`src/rtl/fetch_decode_queue.sv`:
```
// Fetch->decode circular queue of {instr, pc, pc_plus_4}; 1-cycle latency, 0 with FETCH_QUEUE_BYPASS_EN.
// Backpressure: in_ready drops when full or flushing; a same-cycle pop never frees room for a push.
module fetch_decode_queue #(
  parameter int                   XLEN      = 32,
  parameter int                   INSTR_LEN = 32,
  parameter int                   DEPTH     = 4,
  parameter logic [INSTR_LEN-1:0] NOP_INSTR = INSTR_LEN'(32'h00000013)
) (
  input  logic                      clk,
  input  logic                      reset,
  input  logic                      flush,
  input  logic                      in_valid,
  output logic                      in_ready,
  input  logic [INSTR_LEN-1:0]      in_instr,
  input  logic [XLEN-1:0]           in_pc,
  input  logic [XLEN-1:0]           in_pc_plus_4,
  output logic                      out_valid,
  input  logic                      out_ready,
  output logic [INSTR_LEN-1:0]      out_instr,
  output logic [XLEN-1:0]           out_pc,
  output logic [XLEN-1:0]           out_pc_plus_4,
  output logic [$clog2(DEPTH):0]    count
);

  localparam int AW = $clog2(DEPTH);
  localparam int PW = AW + 1;

  logic [INSTR_LEN-1:0] r_mem_instr [DEPTH];
  logic [XLEN-1:0]      r_mem_pc    [DEPTH];
  logic [XLEN-1:0]      r_mem_pc4   [DEPTH];

  logic [PW-1:0] r_rd_ptr;
  logic [PW-1:0] r_wr_ptr;

  logic w_full;
  logic w_empty;
  logic w_head_vld;
  logic w_bypass;
  logic w_push;
  logic w_wr;
  logic w_pop;

  // Pointers carry an extra wrap bit so full and empty are distinguishable.
  assign w_empty    = (r_rd_ptr == r_wr_ptr);
  assign w_full     = (r_rd_ptr[AW-1:0] == r_wr_ptr[AW-1:0]) &&
                      (r_rd_ptr[AW] != r_wr_ptr[AW]);
  assign w_head_vld = !w_empty;
  assign count      = r_wr_ptr - r_rd_ptr;

  assign in_ready = !w_full && !flush;
  assign w_push   = in_valid && in_ready;

`ifdef FETCH_QUEUE_BYPASS_EN
  assign w_bypass = w_empty && in_valid && !flush;
`else
  assign w_bypass = 1'b0;
`endif

  // A bypassed entry that decode takes immediately is never stored.
  assign w_wr      = w_push && !(w_bypass && out_ready);
  assign w_pop     = w_head_vld && out_ready && !flush;
  assign out_valid = w_head_vld || w_bypass;

  always_comb begin
    out_instr     = NOP_INSTR;
    out_pc        = '0;
    out_pc_plus_4 = '0;
    if (w_bypass) begin
      out_instr     = in_instr;
      out_pc        = in_pc;
      out_pc_plus_4 = in_pc_plus_4;
    end else if (w_head_vld) begin
      out_instr     = r_mem_instr[r_rd_ptr[AW-1:0]];
      out_pc        = r_mem_pc[r_rd_ptr[AW-1:0]];
      out_pc_plus_4 = r_mem_pc4[r_rd_ptr[AW-1:0]];
    end
  end

  always_ff @(posedge clk) begin
    if (!reset) begin
      r_rd_ptr <= '0;
      r_wr_ptr <= '0;
    end else if (flush) begin
      r_rd_ptr <= r_wr_ptr;
    end else begin
      if (w_wr)  r_wr_ptr <= r_wr_ptr + PW'(1);
      if (w_pop) r_rd_ptr <= r_rd_ptr + PW'(1);
    end
  end

  always_ff @(posedge clk) begin
    if (reset && w_wr) begin
      r_mem_instr[r_wr_ptr[AW-1:0]] <= in_instr;
      r_mem_pc[r_wr_ptr[AW-1:0]]    <= in_pc;
      r_mem_pc4[r_wr_ptr[AW-1:0]]   <= in_pc_plus_4;
    end
  end

endmodule

```
`config.mk`:
```
export PLATFORM = sky130hd
export DESIGN_NAME = fetch_decode_queue
export DESIGN_NICKNAME = d
export VERILOG_FILES = /design/src/rtl/fetch_decode_queue.sv
export SDC_FILE = /design/constraint.sdc
export NUM_CORES = 1
export LEC_CHECK = 0
export ABC_AREA = 0
export BUFFER_PORTS_ARGS = -buffer_cell sky130_fd_sc_hd__buf_2
export CAP_MARGIN = 20
export CORE_MARGIN = 4
export CORE_UTILIZATION = 60
export CTS_BUF_LIST = sky130_fd_sc_hd__clkbuf_8 sky130_fd_sc_hd__clkbuf_16
export CTS_CLUSTER_DIAMETER = 80
export DETAILED_ROUTE_END_ITERATION = 6
export PLACE_DENSITY = 0.91
export SYNTH_ARGS = -nofsm -noshare
export SYNTH_HDL_FRONTEND = slang
export SYNTH_SLANG_ARGS = --single-unit
export TNS_END_PERCENT = 100
```
`constraint.sdc`:
```
create_clock -name clk -period 7.1 [get_ports clk]
set_clock_uncertainty 0.1 [all_clocks]
set_input_delay 1.42 -clock clk [delete_from_list [all_inputs] [get_ports clk]]
set_output_delay 1.42 -clock clk [all_outputs]
set_load 0.1 [all_outputs]
```
==> key figures, run 1 <==
Floorplanning
  – Die area: 0.0277 sq mm
  – Ports: 202
  – Core Region: 0.0245 sq mm
  – Die Wd: 167 um
  – Initial core utilization: 0.615
  – Die height: 167 um
  – Core Rows: 57

Logic synthesis
  – Synth Area in Compound Gates: 0.00655
  – Synth area leaders: edfxtp_1, mux4_2, and2_1, dfxtp_1, ha_1
  – Largest family of logic cells by synthesized area: multiplexers
  – Cells after Synth: 673
  – Yosys Warn Count: 0
  – Yosys cell types: 36
  – Syn Nets: 782
  – Number of synthesized flops with an enable pin: 384
  – Synthesized cell area: 0.0151 sq mm
  – Cell taking the most area after synthesis: edfxtp_1
  – XOR/XNOR Fraction of Synth Area: 0.00224
  – Mux cell area share after synthesis: 0.145
  – Post-synthesis register bit count: 392
  – Sequential fraction of the synthesis area: 0.775
  – Syn avg cell area: 22.4 sq um
  – Post-synth top flop: edfxtp_1
  – Post-synth top area share: 0.765
  – Fraction of registers with async set/reset: 0
  – Simple-gate share of the synthesized area: 0.0473
  – Post-synthesis adder-cell area fraction: 0.00713

Timing
  – Final worst setup slack: 2170 ps
  – Worst Tran Pin Value: 1020 ps
  – Setup-failing EPs final: 0
  – Unrepaired setup endpoints after global routing: false
  – Tcrit/Tclk final: 0.695
  – Clock period minus worst slack: 4930 ps
  – Peak Freq: 203 MHz
  – Total negative slack: 0 ps
  – Slew Viols, Final: 0
  – Rel. slew slack: 0.320
  – Hold Fails Final Rpt: 0

Worst setup path
  – Crit path max-delay cell type: buf_4
  – WP data required: 5580 ps
  – RR Startpoint: r_wr_ptr[0]$_SDFFE_PN0P_
  – Worst reg2reg path depth: 6
  – Worst setup EP type: primary output
  – CP Launch Type: flop
  – RR Endpoint: r_mem_pc4[1][5]$_DFFE_PP_
  – Crit Path Max Fanout: 65
  – CP peak stage delay: 540 ps
  – Critical path, cell by cell: inv_1 > ha_1 > nand2_1 > nor2_1 > inv_2 > buf_4 > and2_1 > buf_2
  – Worst EP arrival: 3410 ps
  – Kind of critical path: reg2out
  – R2R setup slack: 3660 ps

Global routing
  – Initial antenna violation count: 10
  – All-Layer GR Usage: 0.214
  – First-pass GRT wire length: 45900 um
  – Largest net degree at the start of global routing: 66
  – Total grt overflow: 0
  – Vias in the first global route: 7967

Drt
  – Detail Route Antenna Nets: 0
  – Mean number of vias per cell: 5.85
  – Wire per inst: 23.6 um
  – Via count: 7300
  – Detailed-route DRC error count: 0
  – Pre-Repair DR Iteration Count: 5
  – Starting DRT DRC Count: 665
  – Total wire length: 29500 um

Placement
  – Port bufs: 201
  – Post-Place Setup Slack: 2710 ps
  – Placed Cells: 1171
  – DP Area: 0.0164 sq mm
  – DP Wirelength: 17100 um
  – GPL Wtd Cong: 0.769

Clocking
  – Clk buf depth: 3
  – Post CTS Setup Buffer Count: 0
  – Clk slew on worst S/H paths: 60 ps
  – H-tree levels: 2
  – Post-cts sizing count: 0
  – CTS root buf: clkbuf_16
  – Sink Count: 392
  – CTS tree: built
  – CTS Buf Count: 38
  – Worst-Skew Late Latency: 510 ps
  – Hold buffers post-CTS: 0

Min path
  – Hold_sp: r_wr_ptr[0]$_SDFFE_PN0P_
  – Sink of the worst hold path: r_wr_ptr[0]$_SDFFE_PN0P_
  – Worst hold path class: reg2reg
  – WHS Path Cells: 2

Cells and area
  – Fillcell total: 1426
  – Layout cell share with drive strength beyond 1: 0.397
  – Finished Cell Area: 0.0176 sq mm
  – Final net count: 996
  – Synthesis-to-finish area growth: 16.8%
  – Final Core Density: 0.718
  – Layout Cells excl Fill: 1247

Power
  – PD cells: 332 mW/mm^2
  – Lkg Pwr: 6.08 nW
  – Worst VDD drop: 315 uV

Status
  – Status: complete, no violations

Flow run
  – Max-Cap Viols: 0
==> through the flow <==
| stage | hold WS [ps] | total power [W] |
|---|---|---|
| detailed placement | 409 | 0.00394 |
| finish | 421 | 0.00585 |
| global route | 460 | 0.00606 |
| CTS | 419 | 0.00589 |
| floorplan | 381 | 0.00373 |
| global placement | 394 | 0.00392 |
==> synthesized netlist by cell type (all sizes together), types with 2 or more instances <==
cell type,instances
a21oi,2
or2,3
and3,5
nor2,2
nand2,6
ha,7
xnor2,2
o21ai,2
inv,7
edfxtp,384
buf,22
a31oi,2
mux2i,3
o2111ai,2
and2,93
clkbuf,12
dfxtp,8
mux4,96
==> placed cells by master, fill, tap and decap left out, drive strengths merged, types with 2 or more instances in the layout <==
cell type | netlist | routed
a21oi | 2 | 2
a31oi | 2 | 2
and2 | 93 | 93
and3 | 5 | 5
buf | 22 | 208
bufinv | 0 | 4
clkbuf | 12 | 41
clkinv | 0 | 14
dfxtp | 8 | 8
diode | 0 | 7
edfxtp | 384 | 384
ha | 7 | 7
inv | 7 | 17
mux2i | 3 | 3
mux4 | 96 | 96
nand2 | 6 | 6
nor2 | 2 | 2
o2111ai | 2 | 2
o21ai | 2 | 2
or2 | 3 | 3
xnor2 | 2 | 2
==> worst max path at each step <==
| stage | end | slack (ps) | start |
|---|---|---|---|
| after floorplan | r_mem_instr[1][0]$_DFFE_PP_ | 2310 | flush |
| after global placement | out_instr[2] | 2840 | r_wr_ptr[0]$_SDFFE_PN0P_ |
| after detailed placement | out_pc[2] | 2710 | r_wr_ptr[0]$_SDFFE_PN0P_ |
| after CTS | out_instr[25] | 2100 | r_wr_ptr[0]$_SDFFE_PN0P_ |
| after global routing | out_instr[25] | 1900 | r_wr_ptr[0]$_SDFFE_PN0P_ |
| final | out_instr[25] | 2170 | r_wr_ptr[0]$_SDFFE_PN0P_ |
==> critical path: cells and delay by family, from the launching register on <==
| family | cells | cell delay [ps] |
|---|---|---|
| flops | 1 | 410 |
| buf+inv | 4 | 1500 |
| simple gates | 3 | 580 |
| fa+ha+maj | 1 | 360 |
==> registers in the layout, indices dropped and copies added (netlist names), named ones only <==
name	count
r_mem_pc	128
r_rd_ptr	3
r_wr_ptr	3
r_mem_pc4	128
r_mem_instr	128
==> report_power, final <==
group	total (W)	internal, W	switching [W]
Clock	0.00196	0.00116	0.000798
Combinational	0.00128	0.000254	0.00102
Sequential	0.00261	0.00258	0.0000354
Total	0.00585	0.00399	0.00186
==> cell families after synthesis <==
kind of cell               Yosys count
AOI/OAI and AO/OA                   14
and+or+nand+nor                    116
DFF                                392
xor gates and xnor gates             3
adders and majority gates            8
buffers and inverters               41
muxes                               99
==> area by class of cell <==
type | count | area (sq um) | share of cell area
antenna | 7 | 17.5 | 0.000995
clock buffer | 41 | 1000 | 0.0570
clock inverter | 28 | 221 | 0.0126
inverter | 7 | 26.3 | 0.00149
multi-input combinational | 240 | 3170 | 0.180
sequential | 392 | 11700 | 0.664
tap | 324 | 405 | 0.0230
timing repair buffer | 208 | 1070 | 0.0608
==> per-layer routing <==
metal | up-vias | share of wire | GRT usage
li1 | 3194 | - | -
met1 | 3768 | 0.38 | 0.276
met2 | 276 | 0.53 | 0.361
met3 | 56 | 0.064 | 0.0453
met4 | 6 | 0.028 | 0.0861
met5 | - | 0.0011 | 0
(Power assumes the default switching activity.)
==> inputs of run 2 (changes only) <==
ABC_AREA = 1   (was 0)
CORE_UTILIZATION = 52   (was 60)
PLACE_DENSITY = 0.84   (was 0.91)
clock period = 4 ns   (was 7.1 ns; I/O delays follow)
==> run 2 against run 1 <==
Net effect:
- cell count increased by 45%
- via count increased by 37%
- critical endpoint is now out_pc_plus_4[11]
- highest routed layer unchanged
- sequential cell count unchanged
- synthesized area increased by 2.4%
- total power increased by 100%
- hold slack got worse by 25 ps
==> key figures, run 2 <==
Placement
  – DP Wirelength: 20100 um (was 17100 um)
  – Port bufs: 201 (unchanged)
  – Post-Place Setup Slack: 1010 ps (was 2710 ps)
  – Placed Cells: 1742 (was 1171)
  – GPL Wtd Cong: 0.825 (was 0.769)

Logic synthesis
  – Syn Nets: 1320 (was 782)
  – Synthesized cell area: 0.0154 sq mm (was 0.0151 sq mm)
  – Syn avg cell area: 12.8 sq um (was 22.4 sq um)
  – Yosys cell types: 23 (was 36)
  – Post-synthesis register bit count: 392 (unchanged)
  – Number of synthesized flops with an enable pin: 384 (unchanged)
  – Post-synth top area share: 0.746 (was 0.765)
  – Cells after Synth: 1211 (was 673)
  – Fraction of registers with async set/reset: 0 (unchanged)
  – Synth area leaders: edfxtp_1, nor2_1, o21ai_0, a21oi_1, buf_6 (was edfxtp_1, mux4_2, and2_1, dfxtp_1, ha_1)
  – Most frequent cell after synthesis: edfxtp_1 (unchanged)
  – Post-synth top flop: edfxtp_1 (unchanged)
  – Yosys Warn Count: 0 (unchanged)
  – Cell taking the most area after synthesis: edfxtp_1 (unchanged)
  – Sequential fraction of the synthesis area: 0.757 (was 0.775)
  – Top cells by count, synth: edfxtp_1, nor2_1, o21ai_0, a21oi_1, nand2_1 (was edfxtp_1, mux4_2, and2_1, clkbuf_1)

Min path
  – Worst hold path class: in2reg (was reg2reg)
  – Hold_sp: in_pc_plus_4[21] (was r_wr_ptr[0]$_SDFFE_PN0P_)

Timing
  – Tcrit/Tclk final: 0.887
  – Final worst setup slack: 451 ps (was 2170 ps)
  – Peak Freq: 282 MHz
  – Setup-failing EPs final: 0 (unchanged)
  – Worst Tran Pin Value: 816 ps (was 1020 ps)
  – Slew Viols, Final: 0 (unchanged)
  – Total negative slack: 0 ps (unchanged)
  – Unrepaired setup endpoints after global routing: false (unchanged)
  – Rel. slew slack: 0.456 (was 0.320)
  – Hold Fails Final Rpt: 0 (unchanged)
  – Clock period minus worst slack: 3550 ps

Global routing
  – Vias in the first global route: 10400 (was 7967)
  – First-pass GRT wire length: 54900 um (was 45900 um)
  – Initial antenna violation count: 5 (was 10)
  – Total grt overflow: 0 (unchanged)
  – All-Layer GR Usage: 0.210 (was 0.214)
  – Largest net degree at the start of global routing: 115 (was 66)

Worst setup path
  – WP data required: 3100 ps (was 5580 ps)
  – Crit Path Max Fanout: 78 (was 65)
  – Kind of critical path: reg2out (unchanged)
  – Worst setup EP type: primary output (unchanged)
  – Worst EP arrival: 2650 ps (was 3410 ps)
  – RR Startpoint: r_wr_ptr[0]$_SDFFE_PN0P_ (unchanged)
  – CP Launch Type: flop (unchanged)

Drt
  – Total wire length: 34800 um (was 29500 um)
  – Wire per inst: 19.2 um (was 23.6 um)
  – Mean number of vias per cell: 5.52 (was 5.85)
  – Pre-Repair DR Iteration Count: 7 (was 5)
  – Starting DRT DRC Count: 910 (was 665)
  – Detail Route Antenna Nets: 0 (unchanged)
  – Via count: 10000 (was 7300)
  – Detailed-route DRC error count: 0 (unchanged)

Flow run
  – Max-Cap Viols: 0 (unchanged)

Floorplanning
  – Core Rows: 62 (was 57)
  – Die Wd: 180 um (was 167 um)
  – Die height: 180 um (was 167 um)
  – Initial core utilization: 0.532 (was 0.615)
  – Ports: 202 (unchanged)
  – Core Region: 0.0290 sq mm (was 0.0245 sq mm)
  – Die area: 0.0325 sq mm (was 0.0277 sq mm)

Cells and area
  – Layout Cells excl Fill: 1814 (was 1247)
  – Synthesis-to-finish area growth: 21.0% (was 16.8%)
  – Final Core Density: 0.644 (was 0.718)
  – Final net count: 1509 (was 996)
  – Layout cell share with drive strength beyond 1: 0.205 (was 0.397)
  – Most frequent cells in the layout: edfxtp_1, nor2_1, o21ai_0 (was edfxtp_1, buf_2, mux4_2)
  – Commonest non-fill, non-tap cell in the layout: edfxtp_1 (unchanged)

Clocking
  – Clk buf depth: 3 (unchanged)
  – Sink Count: 392 (unchanged)
  – Post CTS Setup Buffer Count: 0 (unchanged)
  – H-tree levels: 2 (unchanged)
  – CTS Buf Count: 40 (was 38)
  – Clk slew on worst S/H paths: 60 ps (about the same)
  – Post-cts sizing count: 0 (unchanged)
  – CTS root buf: clkbuf_16 (unchanged)
  – CTS tree: built (unchanged)
  – Hold buffers post-CTS: 0 (unchanged)
  – Worst-Skew Late Latency: 510 ps (about the same)

Power
  – Worst VDD drop: 608 uV (was 315 uV)
  – Lkg Pwr: 6.73 nW (was 6.08 nW)
  – PD cells: 638 mW/mm^2 (was 332 mW/mm^2)

Status
  – Status: complete, no violations (unchanged)
[run 2: cell types whose count changed in the layout (fill, tap and decap cells not counted), sizes merged, moves of 31 or more]
cell   change
nor2     +379
o21ai    +189
a21oi    +101
mux4      -96
and2      -93
nand2     +31
[run 2: worst paths after layout]
path / to / slack [ps] / cells after the start
worst max-delay path: out_pc_plus_4[11] / 450 / 5
worst min-delay path: r_mem_pc4[2][21]$_DFFE_PP_ / 400 / 1
worst max register to register: r_mem_instr[1][16]$_DFFE_PP_ / 1490 / 8
worst min register to register: r_rd_ptr[2]$_SDFFE_PN0N_ / 430 / 2
[run 2: cells by family (layout without fill, tap and decap cells)]
logic type,Yosys count,in the layout,synth area share
buf+inv,88,306,0.0338
fa+ha+maj,8,8,0.00697
xor+xnor,1,1,0.000567
flops,392,392,0.757
compound gates,294,294,0.0953
other cells,0,1,0
simple gates,428,428,0.107
[run 2: report_power, final]
part           leakage (nW)  internal, W  total [W]  switching, W
logic                  2.54     0.000860    0.00380       0.00294
registers              3.53      0.00459    0.00462     0.0000367
clock network         0.656      0.00206    0.00350       0.00144
[run 2: worst max-delay path, cell delays in order, from the launching register on]
cell and delay, ps:
dfxtp_4 480, inv_4 110, buf_4 590, o21ai_0 290, a21oi_1 390, buf_12 230
[run 2: area by class of cell]
cell class	instances	area, sq um
Antenna cell	1	2.50
Tap cell	384	480
Clock buffer	42	1040
Fill cell	2026	10300
Multi-Input combinational cell	731	3300
Clock inverter	29	201
Timing Repair Buffer	220	1900
Sequential cell	392	11700
Inverter	15	65.1
[run 2: metrics by stage]
stage	total power (W)	hold WS [ps]	area, sq um
3_5_place_dp	0.00851	421	17500
6_report	0.0119	397	18700
5_1_grt	0.0123	380	18700
4_1_cts	0.0120	371	18700
2_1_floorplan	0.00751	401	15500
3_3_place_gp	0.00846	414	17500
[run 2: metal layers]
metal / vias up / share of wire / global-route usage
met2: 450 / 0.50 / 0.357
met5: - / 0.00098 / 0
met4: 6 / 0.026 / 0.0687
met3: 82 / 0.088 / 0.0517
met1: 4786 / 0.39 / 0.266
li1: 4681 / - / -
==> inputs of run 3 (changes only) <==
clock period = 3.2 ns   (was 4 ns; I/O delays follow)
==> run 3 against run 2 <==
Net effect:
- clock-buffer cell count down 1
- sequential power up 25%
- die area unchanged
- hold slack worse by 160 ps
- core utilization up 2.6 points
- total power up 29%
- cell count up 0.11%
==> key figures, run 3 (synthesis gave the netlist of run 2 again) <==
Worst setup path
  – WP data required: 2460 ps (was 3100 ps)
  – Worst reg2reg path depth: 8 (unchanged)
  – RR Endpoint: r_mem_instr[0][28]$_DFFE_PP_ (was r_mem_instr[1][16]$_DFFE_PP_)
  – Worst setup EP type: primary output (unchanged)
  – R2R setup slack: 820 ps (was 1490 ps)
  – RR Startpoint: r_wr_ptr[0]$_SDFFE_PN0P_ (unchanged)
  – Crit Path Max Fanout: 27 (was 78)
  – CP Launch Type: flop (unchanged)
  – Kind of critical path: reg2out (unchanged)
  – Worst EP arrival: 2360 ps (was 2650 ps)

Floorplanning
  – Die area: 0.0325 sq mm (unchanged)
  – Core Rows: 62 (unchanged)
  – Ports: 202 (unchanged)
  – Core Region: 0.0290 sq mm (unchanged)
  – Initial core utilization: 0.532 (unchanged)
  – Die Wd: 180 um (unchanged)
  – Die height: 180 um (unchanged)

Placement
  – Post-Place Setup Slack: 481 ps (was 1010 ps)
  – GPL Wtd Cong: 0.807 (was 0.825)
  – DP Wirelength: 21200 um (was 20100 um)
  – Placed Cells: 1748 (was 1742)
  – Port bufs: 201 (unchanged)

Timing
  – Tcrit/Tclk final: 0.970
  – Rel. slew slack: 0.581 (was 0.456)
  – Worst Tran Pin Value: 629 ps (was 816 ps)
  – Hold Fails Final Rpt: 0 (unchanged)
  – Unrepaired setup endpoints after global routing: true (was false)
  – Slew Viols, Final: 0 (unchanged)
  – Setup-failing EPs final: 0 (unchanged)
  – Peak Freq: 322 MHz
  – Clock period minus worst slack: 3100 ps
  – Total negative slack: 0 ps (unchanged)
  – Final worst setup slack: 96.3 ps (was 451 ps)

Clocking
  – CTS Buf Count: 39 (was 40)
  – Clk slew on worst S/H paths: 60 ps (about the same)
  – Clk buf depth: 3 (unchanged)
  – Hold buffers post-CTS: 0 (unchanged)
  – H-tree levels: 2 (unchanged)
  – Sink Count: 392 (unchanged)
  – Worst-Skew Late Latency: 510 ps (about the same)
  – CTS root buf: clkbuf_16 (unchanged)
  – CTS tree: built (unchanged)

Drt
  – Starting DRT DRC Count: 962 (was 910)
  – Detailed-route DRC error count: 0 (unchanged)
  – Total wire length: 36300 um (was 34800 um)
  – Via count: 10200 (was 10000)
  – Detail Route Antenna Nets: 0 (unchanged)
  – Mean number of vias per cell: 5.63 (was 5.52)
  – Pre-Repair DR Iteration Count: 5 (was 7)
  – Wire per inst: 20.0 um (was 19.2 um)

Min path
  – Hold_sp: in_pc[18] (was in_pc_plus_4[21])
  – WHS Path Cells: 1 (unchanged)
  – Sink of the worst hold path: r_mem_pc[0][18]$_DFFE_PP_ (was r_mem_pc4[2][21]$_DFFE_PP_)
  – Worst hold path class: in2reg (unchanged)

Cells and area
  – Commonest non-fill, non-tap cell in the layout: edfxtp_1 (unchanged)
  – Layout cell share with drive strength beyond 1: 0.277 (was 0.205)
  – Synthesis-to-finish area growth: 25.9% (was 21.0%)
  – Layout Cells excl Fill: 1816 (was 1814)
  – Final net count: 1514 (was 1509)
  – Most frequent cells in the layout: edfxtp_1, nor2_1, o21ai_0 (unchanged)
  – Fillcell total: 1966 (was 2026)

Status
  – Status: complete, no violations (unchanged)

Flow run
  – Max-Cap Viols: 0 (unchanged)

Power
  – PD cells: 790 mW/mm^2 (was 638 mW/mm^2)
  – Lkg Pwr: 6.84 nW (was 6.73 nW)
  – Worst VDD drop: 641 uV (was 608 uV)

Global routing
  – Vias in the first global route: 10400 (about the same)
  – First-pass GRT wire length: 56400 um (was 54900 um)
  – Total grt overflow: 0 (unchanged)
  – Largest net degree at the start of global routing: 127 (was 115)
  – Initial antenna violation count: 6 (was 5)
  – All-Layer GR Usage: 0.217 (was 0.210)
## run 3: cell types whose count changed in the layout (fill, tap and decap cells not counted), sizes merged
cell | before | now
inv | 24 | 21
diode | 1 | 3
clkbuf | 42 | 49
buf | 220 | 218
clkinv | 16 | 12
clkinvlp | 1 | 3
## run 3: where the power goes
| part | internal, W | total [W] | switching [W] |
|---|---|---|---|
| Sequential | 0.00573 | 0.00577 | 0.0000347 |
| Clock | 0.00255 | 0.00434 | 0.00179 |
| Combinational | 0.00138 | 0.00527 | 0.00388 |
| Total | 0.00967 | 0.0154 | 0.00571 |
## run 3: cell type report
type,instances,area [sq um],area share
Clock inverter,24,194,0.00997
Multi-Input combinational cell,731,3680,0.189
Tap cell,384,480,0.0247
Antenna cell,3,7.51,0.000386
Sequential cell,392,11700,0.602
Inverter,15,96.3,0.00495
Timing Repair Buffer,226,2270,0.116
Clock buffer,41,1030,0.0527
## run 3: worst max-delay path, stage by stage (launching register included)
cell	delay (ps)
dfxtp_2	380
inv_2	80
ha_4	220
nand2_2	50
inv_2	70
nand3_4	160
clkinv_16	160
buf_12	210
a21oi_2	170
buf_4	320
## run 3: routing by layer
| metal | GRT usage | part of all wire | vias to the layer above | wire length (um) |
|---|---|---|---|---|
| met2 | 0.367 | 0.50 | 503 | 18000 |
| met5 | 0 | 0.0015 | - | 55 |
| li1 | - | - | 4676 | - |
| met3 | 0.0488 | 0.089 | 97 | 3230 |
| met4 | 0.0708 | 0.030 | 8 | 1100 |
| met1 | 0.282 | 0.38 | 4944 | 13900 |
## run 3: through the flow
step	area [sq um]	hold WS [ps]	utilization	power, W
floorplan	15900	401	-	0.00959
global placement	18100	415	0.625	0.0110
detailed placement	18100	426	0.625	0.0111
CTS	19400	212	0.667	0.0154
global route	19500	214	0.670	0.0159
finish	19500	237	0.671	0.0154
## run 3: worst max-delay path by stage
stage	start	to	slack (ps)
final	r_wr_ptr[0]$_SDFFE_PN0P_	out_pc_plus_4[23]	100
after global routing	r_wr_ptr[0]$_SDFFE_PN0P_	out_pc_plus_4[23]	-10
after CTS	r_wr_ptr[0]$_SDFFE_PN0P_	out_pc_plus_4[23]	5
after detailed placement	r_wr_ptr[0]$_SDFFE_PN0P_	out_instr[18]	480
after global placement	r_wr_ptr[0]$_SDFFE_PN0P_	out_pc_plus_4[1]	550
after floorplan	r_wr_ptr[0]$_SDFFE_PN0P_	r_mem_instr[0][0]$_DFFE_PP_	-830
## run 3: timing repair
action                                  CTS  global route
resized for setup                         3            51
pin swaps                                 0             0
buffers inserted                          0             0
endpoints found under the setup margin   46            46
